## config.mk

```make
export PLATFORM = sky130hd
export DESIGN_NAME = mips16_prog_loader
export DESIGN_NICKNAME = d
export VERILOG_FILES = /design/src/rtl/mips16_prog_loader.sv
export SDC_FILE = /design/constraint.sdc
export NUM_CORES = 1
export LEC_CHECK = 0
export CAP_MARGIN = 20
export CORE_ASPECT_RATIO = 0.6
export CORE_MARGIN = 2
export CORE_UTILIZATION = 45
export DETAILED_ROUTE_END_ITERATION = 12
export SYNTH_ARGS = -nofsm -noshare
export SYNTH_HDL_FRONTEND = slang
export SYNTH_SLANG_ARGS = --single-unit
```

## constraint.sdc

```tcl
create_clock -name clk -period 2.32 [get_ports clk]
set_clock_uncertainty 0.05 [all_clocks]
set_input_delay 0.464 -clock clk [delete_from_list [all_inputs] [get_ports clk]]
set_output_delay 0.464 -clock clk [all_outputs]
set_load 0.005 [all_outputs]
```

## src/rtl/mips16_prog_loader.sv

```systemverilog
// Purpose: byte-stream program loader filling a 16-bit instruction RAM, holding the CPU in reset meanwhile.
// Latency: RAM word written on the edge accepting its low byte; done pulses the cycle after the last byte.
// Backpressure: byte_ready high in LOAD_HI/LOAD_LO/CHECK; byte_valid=0 stalls indefinitely.
//
// Ports:
//   clk, rst_n            - clock, asynchronous active-low reset (also clears RAM)
//   load_req              - starts a session (sampled in IDLE only)
//   byte_valid/byte_data  - program byte stream, high byte of each word first
//   byte_ready            - loader accepts a byte this cycle
//   pc_in / instruction   - combinational fetch port, byte address (bit 0 ignored)
//   cpu_hold              - CPU held in reset while a session is active
//   done                  - one-cycle pulse at session end
//   cksum_err             - sticky result of the last checksum comparison
//
// Build option: define LOADER_CHECKSUM_EN to append a trailing XOR checksum byte
// to each session (CHECK state). Without it a session is NWORDS*2 bytes and
// cksum_err is constant 0.
module mips16_prog_loader #(
    parameter int NWORDS = 16
) (
    input  logic        clk,
    input  logic        rst_n,
    input  logic        load_req,
    input  logic        byte_valid,
    input  logic [7:0]  byte_data,
    output logic        byte_ready,
    input  logic [15:0] pc_in,
    output logic [15:0] instruction,
    output logic        cpu_hold,
    output logic        done,
    output logic        cksum_err
);

    localparam int AW = $clog2(NWORDS);

    typedef enum logic [2:0] {
        IDLE    = 3'd0,
        LOAD_HI = 3'd1,
        LOAD_LO = 3'd2,
`ifdef LOADER_CHECKSUM_EN
        CHECK   = 3'd3,
`endif
        DONE    = 3'd4
    } state_t;

    state_t          state_q, state_d;
    logic [AW-1:0]   word_cnt_q, word_cnt_d;
    logic [7:0]      hi_q, hi_d;
    logic [15:0]     ram_q [NWORDS];
    logic            ram_we;
    logic            xfer;
    logic            last_word;
    logic [14:0]     widx;

`ifdef LOADER_CHECKSUM_EN
    logic [7:0]      cksum_q, cksum_d;
    logic            cksum_err_q, cksum_err_d;
`endif

    // Handshake and status outputs decode straight from state, so an
    // asynchronous reset drops them in the same cycle.
    always_comb begin
        byte_ready = 1'b0;
        unique case (state_q)
            LOAD_HI, LOAD_LO: byte_ready = 1'b1;
`ifdef LOADER_CHECKSUM_EN
            CHECK:            byte_ready = 1'b1;
`endif
            default:          byte_ready = 1'b0;
        endcase
    end

    assign cpu_hold  = (state_q != IDLE);
    assign done      = (state_q == DONE);
    assign xfer      = byte_valid & byte_ready;
    assign last_word = (word_cnt_q == AW'(NWORDS - 1));

`ifdef LOADER_CHECKSUM_EN
    assign cksum_err = cksum_err_q;
`else
    assign cksum_err = 1'b0;
`endif

    always_comb begin
        state_d    = state_q;
        word_cnt_d = word_cnt_q;
        hi_d       = hi_q;
        ram_we     = 1'b0;
`ifdef LOADER_CHECKSUM_EN
        cksum_d     = cksum_q;
        cksum_err_d = cksum_err_q;
`endif
        unique case (state_q)
            IDLE: begin
                // cksum_err is deliberately kept across session start.
                if (load_req) begin
                    state_d    = LOAD_HI;
                    word_cnt_d = '0;
`ifdef LOADER_CHECKSUM_EN
                    cksum_d    = 8'h00;
`endif
                end
            end
            LOAD_HI: begin
                if (xfer) begin
                    hi_d    = byte_data;
                    state_d = LOAD_LO;
`ifdef LOADER_CHECKSUM_EN
                    cksum_d = cksum_q ^ byte_data;
`endif
                end
            end
            LOAD_LO: begin
                if (xfer) begin
                    ram_we = 1'b1;
`ifdef LOADER_CHECKSUM_EN
                    cksum_d = cksum_q ^ byte_data;
`endif
                    if (last_word) begin
`ifdef LOADER_CHECKSUM_EN
                        state_d = CHECK;
`else
                        state_d = DONE;
`endif
                    end else begin
                        word_cnt_d = word_cnt_q + 1'b1;
                        state_d    = LOAD_HI;
                    end
                end
            end
`ifdef LOADER_CHECKSUM_EN
            CHECK: begin
                // Words already written stay in RAM whatever the outcome.
                if (xfer) begin
                    cksum_err_d = (byte_data != cksum_q);
                    state_d     = DONE;
                end
            end
`endif
            DONE: state_d = IDLE;
            default: state_d = IDLE;
        endcase
    end

    always_ff @(posedge clk or negedge rst_n) begin
        if (!rst_n) begin
            state_q    <= IDLE;
            word_cnt_q <= '0;
            hi_q       <= 8'h00;
`ifdef LOADER_CHECKSUM_EN
            cksum_q     <= 8'h00;
            cksum_err_q <= 1'b0;
`endif
        end else begin
            state_q    <= state_d;
            word_cnt_q <= word_cnt_d;
            hi_q       <= hi_d;
`ifdef LOADER_CHECKSUM_EN
            cksum_q     <= cksum_d;
            cksum_err_q <= cksum_err_d;
`endif
        end
    end

    // Program RAM: whole array clears on reset so fetches read zero afterwards.
    always_ff @(posedge clk or negedge rst_n) begin
        if (!rst_n) begin
            for (int i = 0; i < NWORDS; i++) begin
                ram_q[i] <= 16'h0000;
            end
        end else if (ram_we) begin
            ram_q[word_cnt_q] <= {hi_q, byte_data};
        end
    end

    // Fetch by word index; addresses beyond the RAM read as zero.
    assign widx = pc_in[15:1];

    always_comb begin
        instruction = 16'h0000;
        if (widx < 15'(NWORDS)) begin
            instruction = ram_q[widx[AW-1:0]];
        end
    end

endmodule

```

Yosys cells after proc, flatten, opt, wreduce, memory -nomap -nowiden:

Index checks and enable logic that the tools add are counted.
W data, S select, Z words.

* reduce and logical (&&, ||, !) cells: 8
* add/subtract/negate cells: 1
* eq/ne operators: 8
* bitwise logic cells: 3
* order comparisons: 4
* multiplexer cells: 19

Operators with widths (count)
* $bwmux W256: 1
* $bmux W16 S4: 1
* $demux W16 S4: 1
* $mux W16: 4
* $lt A15 B5 Y1 const B: 1
* $mux W3: 4
* $mux W4: 3
* $ge A5 B5 Y1 const B: 2
* $not A4 Y5: 2
* $pmux W3 S3: 1
* $ne A2 B2 Y1 const B: 4
* $pmux W4 S2: 1
* $lt A5 B1 Y1 const B: 1
* $add A4 B1 Y4 const B: 1
* $eq A4 B4 Y1 const B: 1
* $reduce_and A4 Y1: 1
* $eq A3 B1 Y1 const B: 1
* $eq A3 B2 Y1 const B: 1
* $eq A3 B3 Y1 const B: 1
* $logic_not A3 Y1: 1
* $mux W1: 3
* $reduce_and A3 Y1: 1
* $reduce_bool A3 Y1: 1
* $reduce_and A2 Y1: 1
* 4 further kinds: 4

* bits of input ports: 28
* register bits: 271
* output and inout bits: 20
* word-level logic and storage cells: 62

Logic depth before layout (Yosys ltp):

Gate-level depths: netlist of the first run.

* depth in word-level cells: 6
* mapped depth: 6
* mapped depth without buffers: 5

Least setup slack after synthesis of the first run:

No wires, ideal clock.

* path kind: input to output
* from: input port pc_in[2]
* to: output port instruction[0]
* data arrival time: 1.728 ns
* cell stages on the path: 5
* buffers on the path: 2
* path slack: 0.078 ns
* data required time: 1.806 ns
* path through: buf_2 > buf_2 > mux4_2 > mux2i_1 > o22ai_1

* cells in the longest elaborated chain, start to end: 5
* elaborated cells on any way between the ends: 6
* classes of those cells: order compare: 1; mux: 4; bitwise: 1

Ends and longest elaborated chain
* start, declared: RTL line 27 `input logic [15:0] pc_in,`
* parallel branches: the longest is 4 deep, another holds $lt A15 B5 Y1
* $mux W16 *: RTL line 181 `if (widx < 15'(NWORDS)) begin`
* end, declared: RTL line 28 `output logic [15:0] instruction,`

Every way passes the cells marked *. The select of a mux whose other input is x is not followed.

Final worst setup path of the first run:

* from: register ram_q[27] (netlist name)
* to: output port instruction[11]

* cells in the longest elaborated chain, start to end: 4

Ends and longest elaborated chain
* start, declared: RTL line 49 `logic [15:0] ram_q [NWORDS];`
* start signal, assigned by index: RTL line 172 `ram_q[word_cnt_q] <= {hi_q, byte_data};`
* $bmux W16 S4: RTL line 182 `instruction = ram_q[widx[AW-1:0]];`
* $mux W16 (not written as such) (2 in series): RTL line 182
* $mux W16: RTL line 181

Every way passes these cells. The select of a mux whose other input is x is not followed.

==> metrics.csv, run 1 <==
metric,value,unit
run status,"finished, violations left",
failing checks,setup timing,
RSZ-0062 raised after global routing,true,
grt ovf,0,
port buffer count,45,
Seq pwr share,0.476,
power share of the clock group,0.347,
Switching Share,0.2646,
placed cells,1194,
Net Sw Power,3391,uW
Die Area,29980,sq um
num rows,47,
critical path peak fanout,2,
most frequent cells after synthesis,"271 x dfrtp_1, 184 x mux2_2, 80 x mux2_4, 64 x mux4_2, 33 x mux2i_1",
worst hold path class,input port to async pin,
Yosys top cell area share,0.5275,
Routability Congestion,0.7658,
ant diodes,0,
reg2reg setup slack,290,ps
Place WS,-657.1,ps
actual slew at the worst max-slew pin,649.1,ps
CP endpoint kind,output port,
setup ws final,-190.7,ps
final cell count without fillers,1259,
pin count of the biggest net entering global routing,63,
DR DRC count,0,
slew margin rel.,0.5659,
Syn Inst Count,775,
setup TNS,-1867,ps
crit start category,flop,
Worst-path clk slew,60,ps
nets@finish,909,
Final Setup Violations,16,
clk_lat worst skew,550,ps
Die Wd,222.2,microns
synthesis-to-finish area growth,21.23,%
WS Path Type,flop to output port,
initial antenna violation count,1,
crit path time final,2511,ps
Post-Syn Area,12850,sq um
share of cells above drive strength 1,0.5975,
"Seq/Total Area, Yosys",0.5275,
Max Buffers Root-to-Sink,3,
Overall Global Routing Usage,0.2227,
Die Ht,134.9,microns
YS warnings,0,
global-route wire length before repair,49760,microns
Inserted Clock Buffers,27,
via-per-instance ratio,5.842,
fin util,0.5603,
clock sinks,271,
vias in the first global route,7964,
max-slew violation count,0,
H-tree depth,1,
CTS tree,built,
routed via count,7355,
Antenna Violating Nets Remaining,0,
1st-iter DRT viols,415,
"Async S/R FF share, synth",1.000,
Min Hold Slack,365.0,ps
top post-synthesis cells by area,"dfrtp_1 53%, mux2_2 16%, mux4_2 11%, mux2_4 9.3%, mux2i_1 2.6%",
Gate power share,0.178,
period utilization,1.082,
"Top FF cell, synth",dfrtp_1,
Cell variety after synth,43,
dpl hpwl,20030,microns
drt wl/cell,25.73,microns
Int Power,9423,uW
Setup crit start,ram_q[27],
Detailed Routing Iterations Pass 1,4,
PD cells,822.3,nW/um^2
CP required,1810,ps
core area,27820,sq um
Max-cap violations,0,
crit path DAT,2000,ps
most frequent cell after synthesis,dfrtp_1,
"EDFF count, synth",0,
Post-Route WL,32390,microns
maximum VDD drop,455.6,uV
Root Buffer,clkbuf_16,
Final Hold Fails,0,
Fmax,398.3,MHz
average size of a mapped cell,16.59,sq um
leading area contributor after synthesis,dfrtp_1,
Static Leakage,0.007499,uW
IO Pins,48,
fillcell total,2149,
Starting Density,0.4621,
Syn Nets,807,
#FFs+latches synth,271,
reg2reg start,state_q[0],
## power groups by stage
stage	combinational (uW)	sequential [uW]	clock, uW
floorplan	1720	5770	0
global placement	2080	6090	0
detailed placement	2140	6180	0
CTS	2260	6090	4550
global route	2430	6200	4750
finish	2270	6090	4450
## per-stage QoR
| stage | instance area (sq um) | power [uW] |
|---|---|---|
| finish | 15580 | 12810 |
| floorplan | 12850 | 7489 |
| detailed placement | 14280 | 8318 |
| global route | 15580 | 13380 |
| global placement | 14280 | 8165 |
| CTS | 15470 | 12900 |
## sequential cells by signal, indices dropped and copies added (netlist names)
register and cells:
state_q 3, ram_q 256, hi_q 8, word_cnt_q 4
## metal layers
layer	up-vias	wire, microns	track usage
met1	4032	15550	0.3269
met2	165	14820	0.3490
li1	3092	-	-
met5	-	0	0
met3	66	1235	0.03307
met4	0	781	0.06081
## final timing paths
kind	to	depth (start not counted)
setup / recovery	instruction[11]	5
hold / removal	ram_q[3]	2
setup reg to reg	ram_q[50]	5
hold reg to reg	ram_q[4]	1
max in group asynchronous	ram_q[229]	3
min in group clk	ram_q[4]	1
## worst max-delay path: stages, from the launching register on
cell	delay [ps]
dfrtp_1	380
mux4_2	500
mux2i_2	220
buf_4	160
o22ai_2	60
buf_2	140
## cell type report
| cell class | instances | area (sq um) | area share |
|---|---|---|---|
| repair buffers | 139 | 1560 | 0.1001 |
| inverters | 4 | 15.01 | 0.0009635 |
| clock buffers | 37 | 753.2 | 0.04833 |
| multi-input cells | 434 | 5891 | 0.3780 |
| flip-flops and latches | 271 | 6785 | 0.4354 |
| clock inverters | 7 | 120.1 | 0.007708 |
| well taps | 367 | 459.2 | 0.02947 |
## kinds of logic (layout without fill, tap and decap cells)
| kind of cell | after synthesis | count (layout) | synth area share |
|---|---|---|---|
| fa+ha+maj | 4 | 4 | 0.003893 |
| mux | 361 | 361 | 0.3924 |
| simple gates | 44 | 44 | 0.03095 |
| flops | 271 | 271 | 0.5275 |
| other cells | 1 | 1 | 0.0002917 |
| buf+inv | 70 | 187 | 0.03202 |
| xor+xnor | 1 | 1 | 0.0006815 |
| compound gates | 23 | 23 | 0.01217 |
## cells in the final DEF, fill, tap and decap left out, drive strengths merged, types with 2 or more instances in the layout
| cell type | count |
|---|---|
| and3 | 6 |
| mux2i | 33 |
| nor3b | 2 |
| nor3 | 3 |
| buf | 112 |
| nand4 | 2 |
| clkbuf | 37 |
| nor4 | 2 |
| nand3 | 13 |
| clkinv | 2 |
| dfrtp | 271 |
| ha | 4 |
| mux4 | 64 |
| o22ai | 16 |
| nor2b | 2 |
| dlygate4sd2 | 6 |
| bufinv | 3 |
| inv | 6 |
| nand2 | 2 |
| dlymetal6s2s | 2 |
| mux2 | 264 |
| clkdlybuf4s50 | 16 |
| nor2 | 6 |
## what timing repair did
item                                    CTS  global route
pin swaps                                12             8
resized for setup                       119            16
buffers inserted                         12             6
cloned                                    4             0
hold buffers                              1             0
endpoints found under the setup margin   19            17
endpoints found under the hold margin    41             0
Power figures use the tool's default switching activity.
==> run 2: changes to the inputs <==
- CORE_UTILIZATION: 45 -> 60
- GPL_ROUTABILITY_DRIVEN: not set -> 0
- PLACE_DENSITY: not set -> 0.79
- SKIP_LAST_GASP: not set -> 1
==> run 2 against run 1 <==
  * The run still ends with setup timing left
  * Sequential share of layout area is 0.59 points higher
  * Count of clock-buffer cells in the layout is 1 lower
  * Sequential power is 0.7% higher
  * Utilization is 17 points higher
  * Worst hold slack better by 6.6 ps
  * Clock power is 1% lower
  * Critical path depth stayed put
  * First-iteration DRC count is 49% higher
  * Via count is 0.77% higher
  * Non-clock buffer count is 4 higher
  * Global-route usage is 6.0 points higher
  * Cell count is 6.5% lower
  * Largest power group unchanged
  * Highest routed layer unchanged
==> metrics.csv, run 2 (synthesis results as in run 1) <==
metric,value,unit
Place WS,-674.6,ps
Worst-path clk slew,60,ps
reg2reg setup slack,290,ps
setup TNS,-1498,ps
Largest regs,"ram_q: 256 flops, hi_q: 8 flops, word_cnt_q: 4 flops",
maximum VDD drop,797.4,uV
DR DRC count,0,
crit path DAT,1970,ps
actual slew at the worst max-slew pin,727.1,ps
CP required,1810,ps
ant diodes,0,
Crit path largest cell delay,480,ps
max-slew violation count,0,
crit start category,flop,
Fmax,402.1,MHz
Starting Density,0.6112,
CP endpoint kind,output port,
Die Area,22650,sq um
FF/Latch Area,6785,sq um
crit path time final,2487,ps
H-tree depth,1,
initial antenna violation count,0,
Biggest register,ram_q,
slew margin rel.,0.5137,
drt wl/cell,26.01,microns
RSZ-0062 raised after global routing,true,
"Critical Path, Cell by Cell","mux4_2, mux2i_2, buf_4, o22ai_2, buf_2",
vias in the first global route,8020,
reg2reg start,state_q[1],
worst hold path class,input port to async pin,
PD cells,829.4,nW/um^2
nets@finish,911,
period utilization,1.072,
Overall Global Routing Usage,0.2832,
dpl hpwl,18810,microns
WS Path Type,flop to output port,
Post-Route WL,30610,microns
failing checks,setup timing,
fillcell total,1271,
max reg flops,256,
Static Leakage,0.007533,uW
num rows,41,
clock sinks,271,
IO Pins,48,
share of cells above drive strength 1,0.5880,
via-per-instance ratio,6.297,
r2r endpoint,ram_q[57],
area of the multi-input gates,5808,sq um
Max-cap violations,0,
Max Buffers Root-to-Sink,3,
Root Buffer,clkbuf_16,
Die Wd,193.0,microns
"most common cell after layout, fill and taps aside",dfrtp_1,
Antenna Violating Nets Remaining,0,
CTS tree,built,
Detailed Routing Iterations Pass 1,5,
critical path peak fanout,2,
number of cells on the worst reg-to-reg path,6,
global-route wire length before repair,48510,microns
Die Ht,117.4,microns
port buffer count,45,
run status,"finished, violations left",
Final Hold Fails,0,
clk_lat worst skew,540,ps
"commonest cells after routing, fill and taps aside","268 x dfrtp_1, 184 x mux2_2, 80 x mux2_4",
grt ovf,0,
1st-iter DRT viols,619,
pin count of the biggest net entering global routing,76,
Final Setup Violations,15,
synthesis-to-finish area growth,19.60,%
routed via count,7412,
core area,21030,sq um
CP max-delay cell,mux4_2,
Inserted Clock Buffers,25,
setup ws final,-167.0,ps
run 2: changes by cell type in the layout (fill, tap and decap cells not counted), moves of 3 or more:
cell	previous run	this run
o22ai_1	1	11
buf_4	53	59
mux2i_2	15	10
clkbuf_8	4	7
clkdlybuf4s50_1	16	13
o22ai_2	13	5
mux2i_1	15	20
run 2: final cells by class:
type	count	share of cell area
multi-input combinational	434	0.3778
sequential	271	0.4413
clock inverter	10	0.009277
clock buffer	36	0.04793
inverter	4	0.0009766
timing repair buffer	143	0.1000
tap	279	0.02271
run 2: through the flow:
step	hold WS (ps)	power [uW]	area, sq um	cells	utilization
after CTS	376.7	12770	15310	1173	0.7277
final	371.7	12750	15370	1177	0.7310
after floorplan	118.4	7489	12850	775	-
after detailed placement	353.3	8277	14130	1103	0.6716
after global routing	401.4	13270	15370	1177	0.7310
after global placement	347.6	8111	14130	1103	0.6716
run 2: critical path: cells and delay by family, from the launching register on:
kind	cells	cell delay, ps
DFF	1	380
buffers and inverters	2	330
AOI/OAI and AO/OA	1	70
muxes	2	680
run 2: worst max-delay path by stage:
| stage | from | to | slack (ps) |
|---|---|---|---|
| after floorplan | pc_in[2] | instruction[0] | 80 |
| after global placement | pc_in[12] | instruction[15] | -600 |
| after detailed placement | pc_in[15] | instruction[4] | -670 |
| after CTS | ram_q[9] | instruction[9] | -180 |
| after global routing | ram_q[61] | instruction[13] | -250 |
| final | ram_q[29] | instruction[13] | -170 |
run 2: power by group:
part / switching [uW] / internal, uW / leakage [uW]
sequential: 731 / 5400 / 0.00371
clock: 1830 / 2560 / 0.000431
combinational: 832 / 1400 / 0.00339
run 2: what timing repair did:
| action | in CTS | in global routing |
|---|---|---|
| pin swaps | 14 | 3 |
| hold buffers | 1 | 0 |
| resized for setup | 111 | 12 |
| gates cloned | 1 | 0 |
| endpoints found under the hold margin | 46 | 0 |
| endpoints found under the setup margin | 19 | 17 |
| buffers inserted | 22 | 5 |
run 2: metal layers:
metal,up-vias,routed length (microns),GRT usage
li1,3112,-,-
met1,4014,13920,0.4379
met2,223,14250,0.4214
met3,63,1603,0.04430
met4,0,831,0.07718
met5,-,0,0
==> run 3: changes to the inputs <==
- CORE_MARGIN: 2 -> not set
==> run 3 against run 2 <==
  * The run still ends with setup timing left
  * Maximum frequency is 1.6% lower
  * First-iteration DRC count increased by 7.3%
  * Largest power group unchanged
  * Final area shrank 0.72%
  * Power increased by 0.50%
  * Register-to-register slack got worse by 50 ps
==> metrics.csv, run 3 (synthesis results as in run 1) <==
metric,value,unit
core area,20980,sq um
crit path DAT,2010,ps
Biggest register,ram_q,
vias in the first global route,7817,
Die Area,22030,sq um
clock sinks,271,
Final Setup Violations,16,
critical path peak fanout,2,
"commonest cells after routing, fill and taps aside","268 x dfrtp_1, 184 x mux2_2, 80 x mux2_4",
CP required,1810,ps
Final Hold Fails,0,
Worst-path clk slew,70,ps
IO Pins,48,
global-route wire length before repair,48480,microns
Largest regs,"ram_q: 256 flops, hi_q: 8 flops, word_cnt_q: 4 flops",
failing checks,setup timing,
Starting Density,0.6127,
H-tree depth,1,
drt wl/cell,27.02,microns
via-per-instance ratio,6.396,
Detailed Routing Iterations Pass 1,5,
Overall Global Routing Usage,0.3009,
PD cells,839.5,nW/um^2
max-slew violation count,0,
final total power,12810,uW
RSZ-0062 raised after global routing,true,
actual slew at the worst max-slew pin,669.5,ps
CTS tree,built,
routed via count,7407,
Die Ht,115.4,microns
nets@finish,895,
DR DRC count,0,
ant diodes,0,
placed cells,1095,
initial antenna violation count,0,
fillcell total,1231,
final cell count without fillers,1158,
WS Path Type,flop to output port,
clk_lat worst skew,540,ps
period utilization,1.090,
worst hold path class,input port to async pin,
setup ws final,-208.1,ps
Inserted Clock Buffers,25,
Static Leakage,0.007396,uW
num rows,41,
synthesis-to-finish area growth,18.75,%
Root Buffer,clkbuf_16,
dpl hpwl,18750,microns
share of cells above drive strength 1,0.5904,
grt ovf,0,
Max Buffers Root-to-Sink,3,
CP endpoint kind,output port,
crit start category,flop,
maximum VDD drop,768.1,uV
crit path time final,2528,ps
1st-iter DRT viols,664,
Fmax,395.6,MHz
port buffer count,45,
"most common cell after layout, fill and taps aside",dfrtp_1,
pin count of the biggest net entering global routing,77,
Max-cap violations,0,
Die Wd,191.0,microns
slew margin rel.,0.5523,
run status,"finished, violations left",
Post-Route WL,31290,microns
Antenna Violating Nets Remaining,0,
max reg flops,256,
==> run 3: worst max-delay path: stages (launching register included) <==
cell and delay [ps]:
dfrtp_1 400, mux4_2 490, mux2i_1 290, o22ai_2 140, buf_2 150
==> run 3: final timing paths <==
kind	startpoint	end	slack, ps	depth (start not counted)
hold / removal	rst_n	ram_q[51]	390	2
min in group clk	ram_q[40]	ram_q[40]	450	1
setup reg to reg	state_q[1]	ram_q[116]	240	7
setup / recovery	ram_q[97]	instruction[1]	-210	4
hold reg to reg	ram_q[40]	ram_q[40]	450	1
max in group asynchronous	rst_n	ram_q[86]	1020	3
==> run 3: timing repair <==
action	in CTS	in global routing
pin swaps	12	11
hold buffers	1	0
gates cloned	1	0
hold endpoints to repair	56	0
gates resized for setup	119	21
endpoints found under the setup margin	19	18
setup buffers	16	8
==> run 3: layout make-up <==
class	instances	area, sq um	share of cell area
Clock buffer	34	699.4	0.04582
Clock inverter	9	180.2	0.01180
Inverter	4	15.01	0.0009836
Tap cell	279	349.1	0.02287
Multi-Input combinational cell	434	5923	0.3880
Sequential cell	271	6785	0.4445
Timing Repair Buffer	127	1313	0.08598
==> run 3: stage by stage <==
step / utilization / area (sq um) / setup slack [ps] / setup TNS [ps] / hold WS (ps)
after floorplan: - / 12850 / 78.11 / 0 / 118.4
after global placement: 0.6686 / 14030 / -597.6 / -8343 / 374.6
after detailed placement: 0.6686 / 14030 / -720.8 / -10570 / 384.9
after CTS: 0.7216 / 15140 / -206.8 / -1945 / 408.1
after global routing: 0.7275 / 15260 / -206.2 / -2375 / 446.4
final: 0.7275 / 15260 / -208.1 / -1607 / 394.4
==> run 3: power breakdown <==
part	internal (uW)	switching, uW	total, uW	leakage, uW
Combinational	1370	857	2230	0.00326
Sequential	5400	719	6120	0.00371
Clock	2670	1790	4460	0.000432
Total	9450	3370	12800	0.00740
==> run 3: metal layers <==
metal / routed length [microns] / vias to the layer above / GRT usage / share of wire
li1: - / 3083 / - / -
met1: 14360 / 4048 / 0.4412 / 0.46
met2: 14660 / 227 / 0.4618 / 0.47
met3: 1685 / 49 / 0.06532 / 0.054
met4: 584 / 0 / 0.07680 / 0.019
met5: 0 / - / 0 / 0
